<file path="src/rtl/ptw_pkg.sv">
// Constants and types shared between the translation cache and the page-table walker.
package ptw_pkg;

  localparam int unsigned DefAddrW     = 48;
  localparam int unsigned DefVmidW     = 8;
  localparam int unsigned DefPageShift = 12;
  localparam int unsigned DefVpnW      = DefAddrW - DefPageShift;

  typedef enum logic [1:0] {
    StIdle,
    StReq,
    StWalk
  } tlb_state_t;

  typedef struct packed {
    logic                valid;
    logic [DefVmidW-1:0] vmid;
    logic [DefVpnW-1:0]  vpn;
    logic [DefVpnW-1:0]  ppn;
  } tlb_entry_t;

endpackage

</file>
<file path="src/rtl/tlb_victim_sel.sv">
// Refill victim choice: the lowest-index invalid entry wins. If every entry is valid, the
// round-robin pointer picks the victim and is then advanced.
module tlb_victim_sel #(
  parameter int unsigned ENTRIES = 8,
  localparam int unsigned IdxW   = $clog2(ENTRIES)
) (
  input  logic [ENTRIES-1:0] valid,
  input  logic [IdxW-1:0]    rr_ptr,
  output logic [IdxW-1:0]    victim,
  output logic [IdxW-1:0]    rr_ptr_next
);

  always_comb begin
    victim      = rr_ptr;
    rr_ptr_next = rr_ptr + 1'b1;
    // Descending scan, so the lowest invalid index is the last one written.
    for (int i = ENTRIES - 1; i >= 0; i--) begin
      if (!valid[i]) begin
        victim      = IdxW'(i);
        rr_ptr_next = rr_ptr;
      end
    end
  end

endmodule

</file>
<file path="src/rtl/tlb_walk_cache.sv">
// Blocking, fully-associative translation cache in front of the page-table walker. It allows one
// outstanding walk and supports VMID or global invalidation and saturating hit/miss counters.
module tlb_walk_cache
  import ptw_pkg::*;
#(
  parameter int unsigned ADDR_W     = DefAddrW,
  parameter int unsigned VMID_W     = DefVmidW,
  parameter int unsigned ENTRIES    = 8,
  parameter int unsigned PAGE_SHIFT = DefPageShift,
  parameter int unsigned CNT_W      = 32
) (
  input  logic              clk,
  input  logic              rst_n,
  input  logic              lk_v,
  input  logic [ADDR_W-1:0] lk_va,
  input  logic [VMID_W-1:0] lk_vmid,
  output logic              lk_rdy,
  output logic              lk_resp_v,
  output logic [ADDR_W-1:0] lk_resp_pa,
  output logic              lk_resp_fault,
  output logic              ptw_req_v,
  output logic [ADDR_W-1:0] ptw_req_va,
  output logic [VMID_W-1:0] ptw_req_vmid,
  input  logic              ptw_req_ack,
  input  logic              ptw_resp_v,
  input  logic [ADDR_W-1:0] ptw_resp_pa,
  input  logic              ptw_resp_fault,
  input  logic [VMID_W-1:0] ptw_resp_vmid,
  input  logic              inv_v,
  input  logic              inv_all,
  input  logic [VMID_W-1:0] inv_vmid,
  output logic [CNT_W-1:0]  hit_cnt,
  output logic [CNT_W-1:0]  miss_cnt
);

  localparam int unsigned IdxW = $clog2(ENTRIES);

  tlb_state_t        state_q, state_d;
  tlb_entry_t        entries_q [ENTRIES];
  logic [ADDR_W-1:0] va_q;
  logic [VMID_W-1:0] vmid_q;
  logic              discard_q, discard_d;
  logic [IdxW-1:0]   rr_ptr_q, rr_ptr_next, victim;
  logic [ENTRIES-1:0] valid_vec;
  logic              hit;
  logic [IdxW-1:0]   hit_idx;
  logic              resp_v_q, resp_fault_q;
  logic [ADDR_W-1:0] resp_pa_q;
  logic [CNT_W-1:0]  hit_cnt_q, miss_cnt_q;

  logic lk_fire, lk_hit, lk_miss, inv_hits_walk, walk_done, walk_fault, refill;

  // At most one entry can match, because refills are serialised behind a single walk.
  always_comb begin
    valid_vec = '0;
    hit       = 1'b0;
    hit_idx   = '0;
    for (int i = 0; i < ENTRIES; i++) begin
      valid_vec[i] = entries_q[i].valid;
      if (entries_q[i].valid && entries_q[i].vmid == lk_vmid &&
          entries_q[i].vpn == lk_va[ADDR_W-1:PAGE_SHIFT]) begin
        hit     = 1'b1;
        hit_idx = IdxW'(i);
      end
    end
  end

  tlb_victim_sel #(
    .ENTRIES (ENTRIES)
  ) u_victim_sel (
    .valid       (valid_vec),
    .rr_ptr      (rr_ptr_q),
    .victim      (victim),
    .rr_ptr_next (rr_ptr_next)
  );

  assign lk_rdy        = rst_n && (state_q == StIdle) && !inv_v;
  assign lk_fire       = lk_v && lk_rdy;
  assign lk_hit        = lk_fire && hit;
  assign lk_miss       = lk_fire && !hit;
  assign inv_hits_walk = inv_v && (inv_all || inv_vmid == vmid_q);
  assign walk_done     = (state_q == StWalk) && ptw_resp_v;
  assign walk_fault    = ptw_resp_fault || (ptw_resp_vmid != vmid_q);
  // An invalidate that lands in the same cycle as the response must also block the refill.
  assign refill        = walk_done && !walk_fault && !discard_q && !inv_hits_walk;

  always_comb begin
    state_d   = state_q;
    discard_d = discard_q;
    unique case (state_q)
      StIdle: begin
        discard_d = 1'b0;
        if (lk_miss) state_d = StReq;
      end
      StReq: begin
        discard_d = discard_q || inv_hits_walk;
        if (ptw_req_ack) state_d = StWalk;
      end
      StWalk: begin
        if (ptw_resp_v) begin
          state_d   = StIdle;
          discard_d = 1'b0;
        end else begin
          discard_d = discard_q || inv_hits_walk;
        end
      end
      default: state_d = StIdle;
    endcase
  end

  always_ff @(posedge clk or negedge rst_n) begin
    if (!rst_n) begin
      state_q   <= StIdle;
      discard_q <= 1'b0;
      va_q      <= '0;
      vmid_q    <= '0;
    end else begin
      state_q   <= state_d;
      discard_q <= discard_d;
      if (lk_miss) begin
        va_q   <= lk_va;
        vmid_q <= lk_vmid;
      end
    end
  end

  always_ff @(posedge clk or negedge rst_n) begin
    if (!rst_n) begin
      for (int i = 0; i < ENTRIES; i++) entries_q[i] <= '0;
      rr_ptr_q <= '0;
    end else begin
      if (inv_v) begin
        for (int i = 0; i < ENTRIES; i++) begin
          if (inv_all || entries_q[i].vmid == inv_vmid) entries_q[i].valid <= 1'b0;
        end
      end
      if (refill) begin
        entries_q[victim] <= '{valid: 1'b1,
                               vmid:  vmid_q,
                               vpn:   va_q[ADDR_W-1:PAGE_SHIFT],
                               ppn:   ptw_resp_pa[ADDR_W-1:PAGE_SHIFT]};
        rr_ptr_q <= rr_ptr_next;
      end
    end
  end

  always_ff @(posedge clk or negedge rst_n) begin
    if (!rst_n) begin
      resp_v_q     <= 1'b0;
      resp_fault_q <= 1'b0;
      resp_pa_q    <= '0;
      hit_cnt_q    <= '0;
      miss_cnt_q   <= '0;
    end else begin
      resp_v_q     <= lk_hit || walk_done;
      resp_fault_q <= 1'b0;
      resp_pa_q    <= '0;
      if (lk_hit) begin
        resp_pa_q <= {entries_q[hit_idx].ppn, lk_va[PAGE_SHIFT-1:0]};
      end else if (walk_done) begin
        resp_fault_q <= walk_fault;
        resp_pa_q    <= walk_fault ? '0 : (ptw_resp_pa | ADDR_W'(va_q[PAGE_SHIFT-1:0]));
      end
      if (lk_hit && hit_cnt_q != '1) hit_cnt_q <= hit_cnt_q + 1'b1;
      if (lk_miss && miss_cnt_q != '1) miss_cnt_q <= miss_cnt_q + 1'b1;
    end
  end

  assign lk_resp_v     = resp_v_q;
  assign lk_resp_pa    = resp_pa_q;
  assign lk_resp_fault = resp_fault_q;
  assign ptw_req_v     = (state_q == StReq);
  assign ptw_req_va    = va_q;
  assign ptw_req_vmid  = vmid_q;
  assign hit_cnt       = hit_cnt_q;
  assign miss_cnt      = miss_cnt_q;

endmodule

</file>
<file path="config.mk">
export PLATFORM = sky130hd
export DESIGN_NAME = tlb_walk_cache
export DESIGN_NICKNAME = d
export VERILOG_FILES = /design/src/rtl/ptw_pkg.sv /design/src/rtl/tlb_victim_sel.sv /design/src/rtl/tlb_walk_cache.sv
export SDC_FILE = /design/constraint.sdc
export NUM_CORES = 2
export LEC_CHECK = 0
export BUFFER_PORTS_ARGS = -buffer_cell sky130_fd_sc_hd__buf_2
export CAP_MARGIN = 40
export CORE_MARGIN = 3
export CORE_UTILIZATION = 30
export CTS_CLUSTER_SIZE = 25
export DETAILED_ROUTE_END_ITERATION = 12
export GPL_ROUTABILITY_DRIVEN = 0
export PLACE_DENSITY_LB_ADDON = 0.12
export SLEW_MARGIN = 30
export SYNTH_ARGS = -nofsm -noshare
export SYNTH_HDL_FRONTEND = slang
export SYNTH_SLANG_ARGS = --single-unit
export TNS_END_PERCENT = 20
</file>
<file path="constraint.sdc">
create_clock -name clk -period 5.2 [get_ports clk]
set_input_delay 1.3 -clock clk [delete_from_list [all_inputs] [get_ports clk]]
set_output_delay 1.3 -clock clk [all_outputs]
set_load 0.02 [all_outputs]
</file>
# After elaboration in Yosys (flattened, before gate mapping)
# Cells that the tools add are included.
# totals
ff_bits	824
input_bits	128
output_inout_bits	172
elab_cells	191
# classes
n_addsub	3
magnitude_cmp	3
n_eq_ne	33
n_mux	57
n_bitwise	3
n_reduce_logical	50
# op_table
cell	n
648-bit bitwise mux	1
648-bit 2-to-1 mux	1
36-bit equality test	8
81-bit binary-select mux with 3-bit select	1
81-bit demux with 3-bit select	1
48-bit 2-to-1 mux	3
8-bit equality test	17
81-bit 2-to-1 mux	1
36-bit 2-to-1 mux	2
32-bit by 1-bit adder with 32-bit output, second input constant	2
32-bit != test, second input constant	2
48-bit by 12-bit OR with 48-bit output	1
3-bit 2-to-1 mux	13
1-bit logical AND	29
1-bit 2-to-1 mux	28
1-bit logical OR	12
9-bit AND reduction	1
4-bit greater-or-equal comparator, second input constant	2
2-bit 2-to-1 mux	4
8-bit != test	1
3-bit inverter with 4-bit output	2
2-bit one-hot mux with 3 select lines	1
1-bit logical NOT	5
4-bit by 1-bit < comparator with 1-bit output, second input constant	1
9 further kinds	10

# Logic depth before layout (Yosys ltp)
# logic_depth
word_depth	15
depth_mapped	13
mapped_depth_nobuf	9

# Cells and area by module
# Synthesis repeated with hierarchy kept, for this count alone.
# unflattened
cells_unflattened	3074
area_unflattened_um2	39080.0
# modules_own_cells
module	n_inst	cells_per_inst	area_each_um2	seq_area_each_um2
tlb_walk_cache	1	3050	38926.1	20619.8
tlb_victim_sel	1	24	153.9	0.0

# Worst setup path after synthesis
# OpenSTA, ideal clock, no wires.
# synth_timing
path_kind	in2reg
from	input port lk_va[26]
to	register resp_pa_q[41] (netlist: lk_resp_pa[41])
setup_ns	0.132
t_arrival_ns	3.672
required_time_ns	5.068
path_slack_ns	1.396
stages	13
path_buffers	4
cell_sequence	buf_6 xor2_1 or4b_4 nor4_2 and4bb_1 nand4bb_4 o31ai_4 buf_6 nor2b_4 buf_6 buf_6 a2bb2oi_2 o221ai_2
# synth_between
elab_chain_cells	14
word_cells_on_any_way	37
cone_classes	8 x eq/ne; 19 x mux; 1 x bitwise; 9 x reduce/logical
# synth_rtl
element	line_no	text
start: declaration	tlb_walk_cache.sv:15	input logic [ADDR_W-1:0] lk_va,
36-bit equality test	tlb_walk_cache.sv:61	entries_q[i].vpn == lk_va[ADDR_W-1:PAGE_SHIFT]) begin
1-bit logical AND	tlb_walk_cache.sv:60	if (entries_q[i].valid && entries_q[i].vmid == lk_vmid &&
1-bit 2-to-1 mux	tlb_walk_cache.sv:60	
2-bit 2-to-1 mux	tlb_walk_cache.sv:60	
3-bit 2-to-1 mux (5 in series)	tlb_walk_cache.sv:60	
3-bit inverter with 4-bit output (not written as such)	tlb_walk_cache.sv:159	resp_pa_q <= {entries_q[hit_idx].ppn, lk_va[PAGE_SHIFT-1:0]};
81-bit binary-select mux with 3-bit select	tlb_walk_cache.sv:159	
36-bit 2-to-1 mux (not written as such) (2 in series)	tlb_walk_cache.sv:159	
48-bit 2-to-1 mux (*)	tlb_walk_cache.sv:158	if (lk_hit) begin
end signal: assignment	tlb_walk_cache.sv:159	
end signal: assignment	tlb_walk_cache.sv:162	resp_pa_q <= walk_fault ? '0 : (ptw_resp_pa | ADDR_W'(va_q[PAGE_SHIFT-1:0]));
end: declaration	tlb_walk_cache.sv:48	logic [ADDR_W-1:0] resp_pa_q;
# Mark *: on every way between the ends. The rest lies on a longest branch, timed or not. The select of a mux whose other input is x is not followed.
# A chain may end at the register's enable or synchronous reset.

# Worst setup path after layout
# layout_timing
from	input port lk_vmid[5]
to	register resp_pa_q[33] (netlist: lk_resp_pa[33])
# layout_between
elab_chain_cells	15
word_cells_on_any_way	45
cone_classes	8 x eq/ne; 19 x mux; 1 x bitwise; 17 x reduce/logical
# layout_rtl
element	line_no	text
start: declaration	tlb_walk_cache.sv:16	input logic [VMID_W-1:0] lk_vmid,
8-bit equality test	tlb_walk_cache.sv:60	
1-bit logical AND (2 in series)	tlb_walk_cache.sv:60	
1-bit 2-to-1 mux	tlb_walk_cache.sv:60	
2-bit 2-to-1 mux	tlb_walk_cache.sv:60	
3-bit 2-to-1 mux (5 in series)	tlb_walk_cache.sv:60	
3-bit inverter with 4-bit output (not written as such)	tlb_walk_cache.sv:159	
81-bit binary-select mux with 3-bit select	tlb_walk_cache.sv:159	
36-bit 2-to-1 mux (not written as such) (2 in series)	tlb_walk_cache.sv:159	
48-bit 2-to-1 mux (*)	tlb_walk_cache.sv:158	
# Marked as above.

==> impl_metrics.py <==
metrics = {
    "status": {
        "status": "finished, final reports clean",
    },
    "routing": {
        "drt_wl_total_um": 142600,
        "vias": 26820,
        "drt_first_pass_iters": 6,
        "wl_per_cell_um": 26.88,
        "drtAntennaViolNets": 0,
        "avgViaCountPerCell": 5.058,
        "drc": 0,
        "drtIter0Drc": 1912,
    },
    "cts": {
        "clockBufferDepth": 3,
        "clk_latency_ps": 730,
        "cts_made_buffers": 100,
        "h-tree-depth": 3,
        "clkSlewWorstSetupHoldPaths_ps": 50,
        "root_buffer": "clkbuf_16",
        "post_cts_buffers": 0,
        "cts_tree": "yes",
        "clkSinkCount": 824,
        "cts_resized": 0,
        "hold_buffers": 0,
    },
    "hold_path": {
        "hold_class": "in2async",
    },
    "global_routing": {
        "antenna_found_initial": 9,
        "grt_max_degree": 157,
        "grt_pass1_vias": 27390,
        "grt_use_total_pct": 20.59,
        "gr-total-overflow": 0,
        "grt_first_pass_wirelength_um": 205300,
    },
    "place": {
        "port-buffer-count": 299,
        "dp.final_hpwl_um": 98320,
        "dpl.cell_count": 5110,
        "post-place-ws_ps": 61.01,
    },
    "setup_path": {
        "worst-setup-path-type": "in2reg",
        "cp-start-kind": "primary input",
        "endpoint": "lk_resp_pa[33]",
        "cp_max_fo": 36,
        "r2r_slack_ps": 1210,
        "end_kind": "flop",
        "cp.required_ps": 5760,
        "r2r_end": "lk_resp_pa[33]",
        "r2r_cells": 12,
        "cp-startpoint": "lk_vmid[5]",
        "cp_data_arrival_time_ps": 5210,
    },
    "finish": {
        "num-fill-cells": 12990,
        "nNetsFinal": 3596,
        "fin_cells": 5303,
        "area_delta_synth_final_pct": 19.11,
        "layout_common_cells": "dfrtp_1, mux2_2, xnor2_1",
        "drive_gt1_share_pct": 37.81,
        "final_common_cell": "dfrtp_1",
    },
    "pwr": {
        "finalPower_mw": 16.61,
        "power.density_nw_per_um2": 349.9,
        "vdd_drop_max_uv": 248.9,
        "leakagePower_nw": 22.25,
    },
    "yosys": {
        "syn-mean-instance-area_um2": 12.68,
        "synth_cell_types": 68,
        "yosysSeqAreaShare_pct": 51.74,
        "synth-edff-count": 0,
        "yosys_warnings": 0,
        "synthFlopType": "dfrtp_1",
        "synth_seq_cells": 824,
        "async_flop_share_pct": 100.0,
        "synthCells": 3143,
        "synth_nets": 3279,
        "mappedNetlistArea_um2": 39850,
    },
    "sta": {
        "relSlewSlack_pct": 39.97,
        "finalCriticalPeriod_ps": 4644,
        "setup_ws_ps": 556.0,
        "setup_viol": 0,
        "finalHoldViolations": 0,
        "tightestPinTransition_ps": 900.4,
        "max_freq_mhz": 215.3,
        "grt_setup_unrepaired": "no",
        "timing.final.crit_share_pct": 89.31,
        "final_max_slew_viol_count": 0,
        "clock_skew_ps": 44.39,
    },
    "die": {
        "die_w_um": 370.5,
        "die_area_um2": 137200,
        "io_pins": 300,
        "start_util_pct": 30.27,
        "die_h_um": 370.5,
        "core_area_um2": 131600,
        "num_rows": 133,
    },
    "job": {
        "maxCapViolCount": 0,
    },
}
## cells in the mapped netlist (3+ instances only)
cell / number / area share (%)
a21o_1: 5 / 0.094
dfrtp_1: 824 / 52
o2111ai_1: 30 / 0.66
o21bai_1: 3 / 0.057
and3_1: 14 / 0.22
inv_1: 34 / 0.32
nand4_1: 182 / 2.9
buf_6: 7 / 0.20
and4_1: 3 / 0.066
nor3_1: 21 / 0.26
xnor2_1: 450 / 9.9
mux2_1: 29 / 0.82
ha_1: 8 / 0.25
mux2i_1: 55 / 1.4
o211ai_1: 35 / 0.66
nand2b_1: 24 / 0.38
or2b_2: 3 / 0.066
nand2_1: 126 / 1.2
mux2_2: 748 / 21
nor2_1: 59 / 0.56
nand3_1: 115 / 1.4
nor2b_1: 5 / 0.078
xor2_1: 36 / 0.79
clkbuf_1: 66 / 0.62
buf_4: 5 / 0.094
o221ai_1: 6 / 0.13
buf_2: 104 / 1.3
nor3_2: 5 / 0.13
a31oi_1: 3 / 0.047
o21ai_0: 42 / 0.53
nor4_1: 46 / 0.72
a2bb2oi_1: 6 / 0.13
## worst max-delay path, cell delays in order
cell and delay, ps:
buf_2 200, buf_4 240, xnor2_1 600, nand4_1 250
nor4_1 680, nand4_1 280, o211ai_1 410, buf_4 210
a31oi_4 90, buf_12 210, buf_12 200, mux2_2 280
nand2_1 60, o2111ai_1 120
## power breakdown
part	internal [mW]	switching, mW
clock network	4.33	2.92
logic	0.693	1.26
registers	6.67	0.734
## layout make-up
type                            instances  area, um^2  share of cell area [%]
Antenna cell                            4       10.01                 0.02109
Clock buffer                          154        2967                   6.250
Clock inverter                         32       442.9                  0.9332
Inverter                               34       127.6                  0.2689
Multi-Input combinational cell       2103       18380                   38.73
Sequential cell                       824       20620                   43.44
Tap cell                             1755        2196                   4.626
Timing Repair Buffer                  397        2720                   5.731
## worst min-delay path by stage
| stage | from | endpoint | slack [ps] | cells after the start |
|---|---|---|---|---|
| 2_1_floorplan | rr_ptr_q[2] | rr_ptr_q[2] | 450 | 1 |
| 3_3_place_gp | rr_ptr_q[2] | rr_ptr_q[2] | 460 | 1 |
| 3_5_place_dp | rr_ptr_q[2] | rr_ptr_q[2] | 470 | 1 |
| 4_1_cts | rst_n | hit_cnt[10] | 390 | 1 |
| 5_1_grt | rst_n | hit_cnt[6] | 430 | 1 |
| 6_report | rst_n | hit_cnt[6] | 460 | 1 |
## per-stage QoR
step	setup TNS, ps	instance area, um^2	util, %	hold WS (ps)
floorplan	0	39850	-	445.4
global placement	-0.6661	43850	33.31	464.4
detailed placement	0	43980	33.42	465.8
CTS	0	47390	36.01	394.8
global route	0	47460	36.05	428.6
finish	0	47460	36.06	455.6
## metal layers
metal / share of wire [%] / global-route usage, % / vias up / wire length, um
met1: 46 / 28.62 / 13940 / 65570
met3: 6.3 / 4.506 / 213 / 8988
met5: 0 / 0 / - / 0
li1: - / - / 11900 / -
met2: 44 / 31.58 / 777 / 63260
met4: 3.3 / 7.121 / 0 / 4735
## cells by family after synthesis
group	count (synthesis)	share of synthesized area (%)
muxes	832	23.34
DFF	824	51.74
and+or+nand+nor	628	8.694
xor gates and xnor gates	486	10.68
buffers and inverters	216	2.540
AOI/OAI and AO/OA	149	2.754
adders and majority gates	8	0.2512
Power figures use the tool's default switching activity.
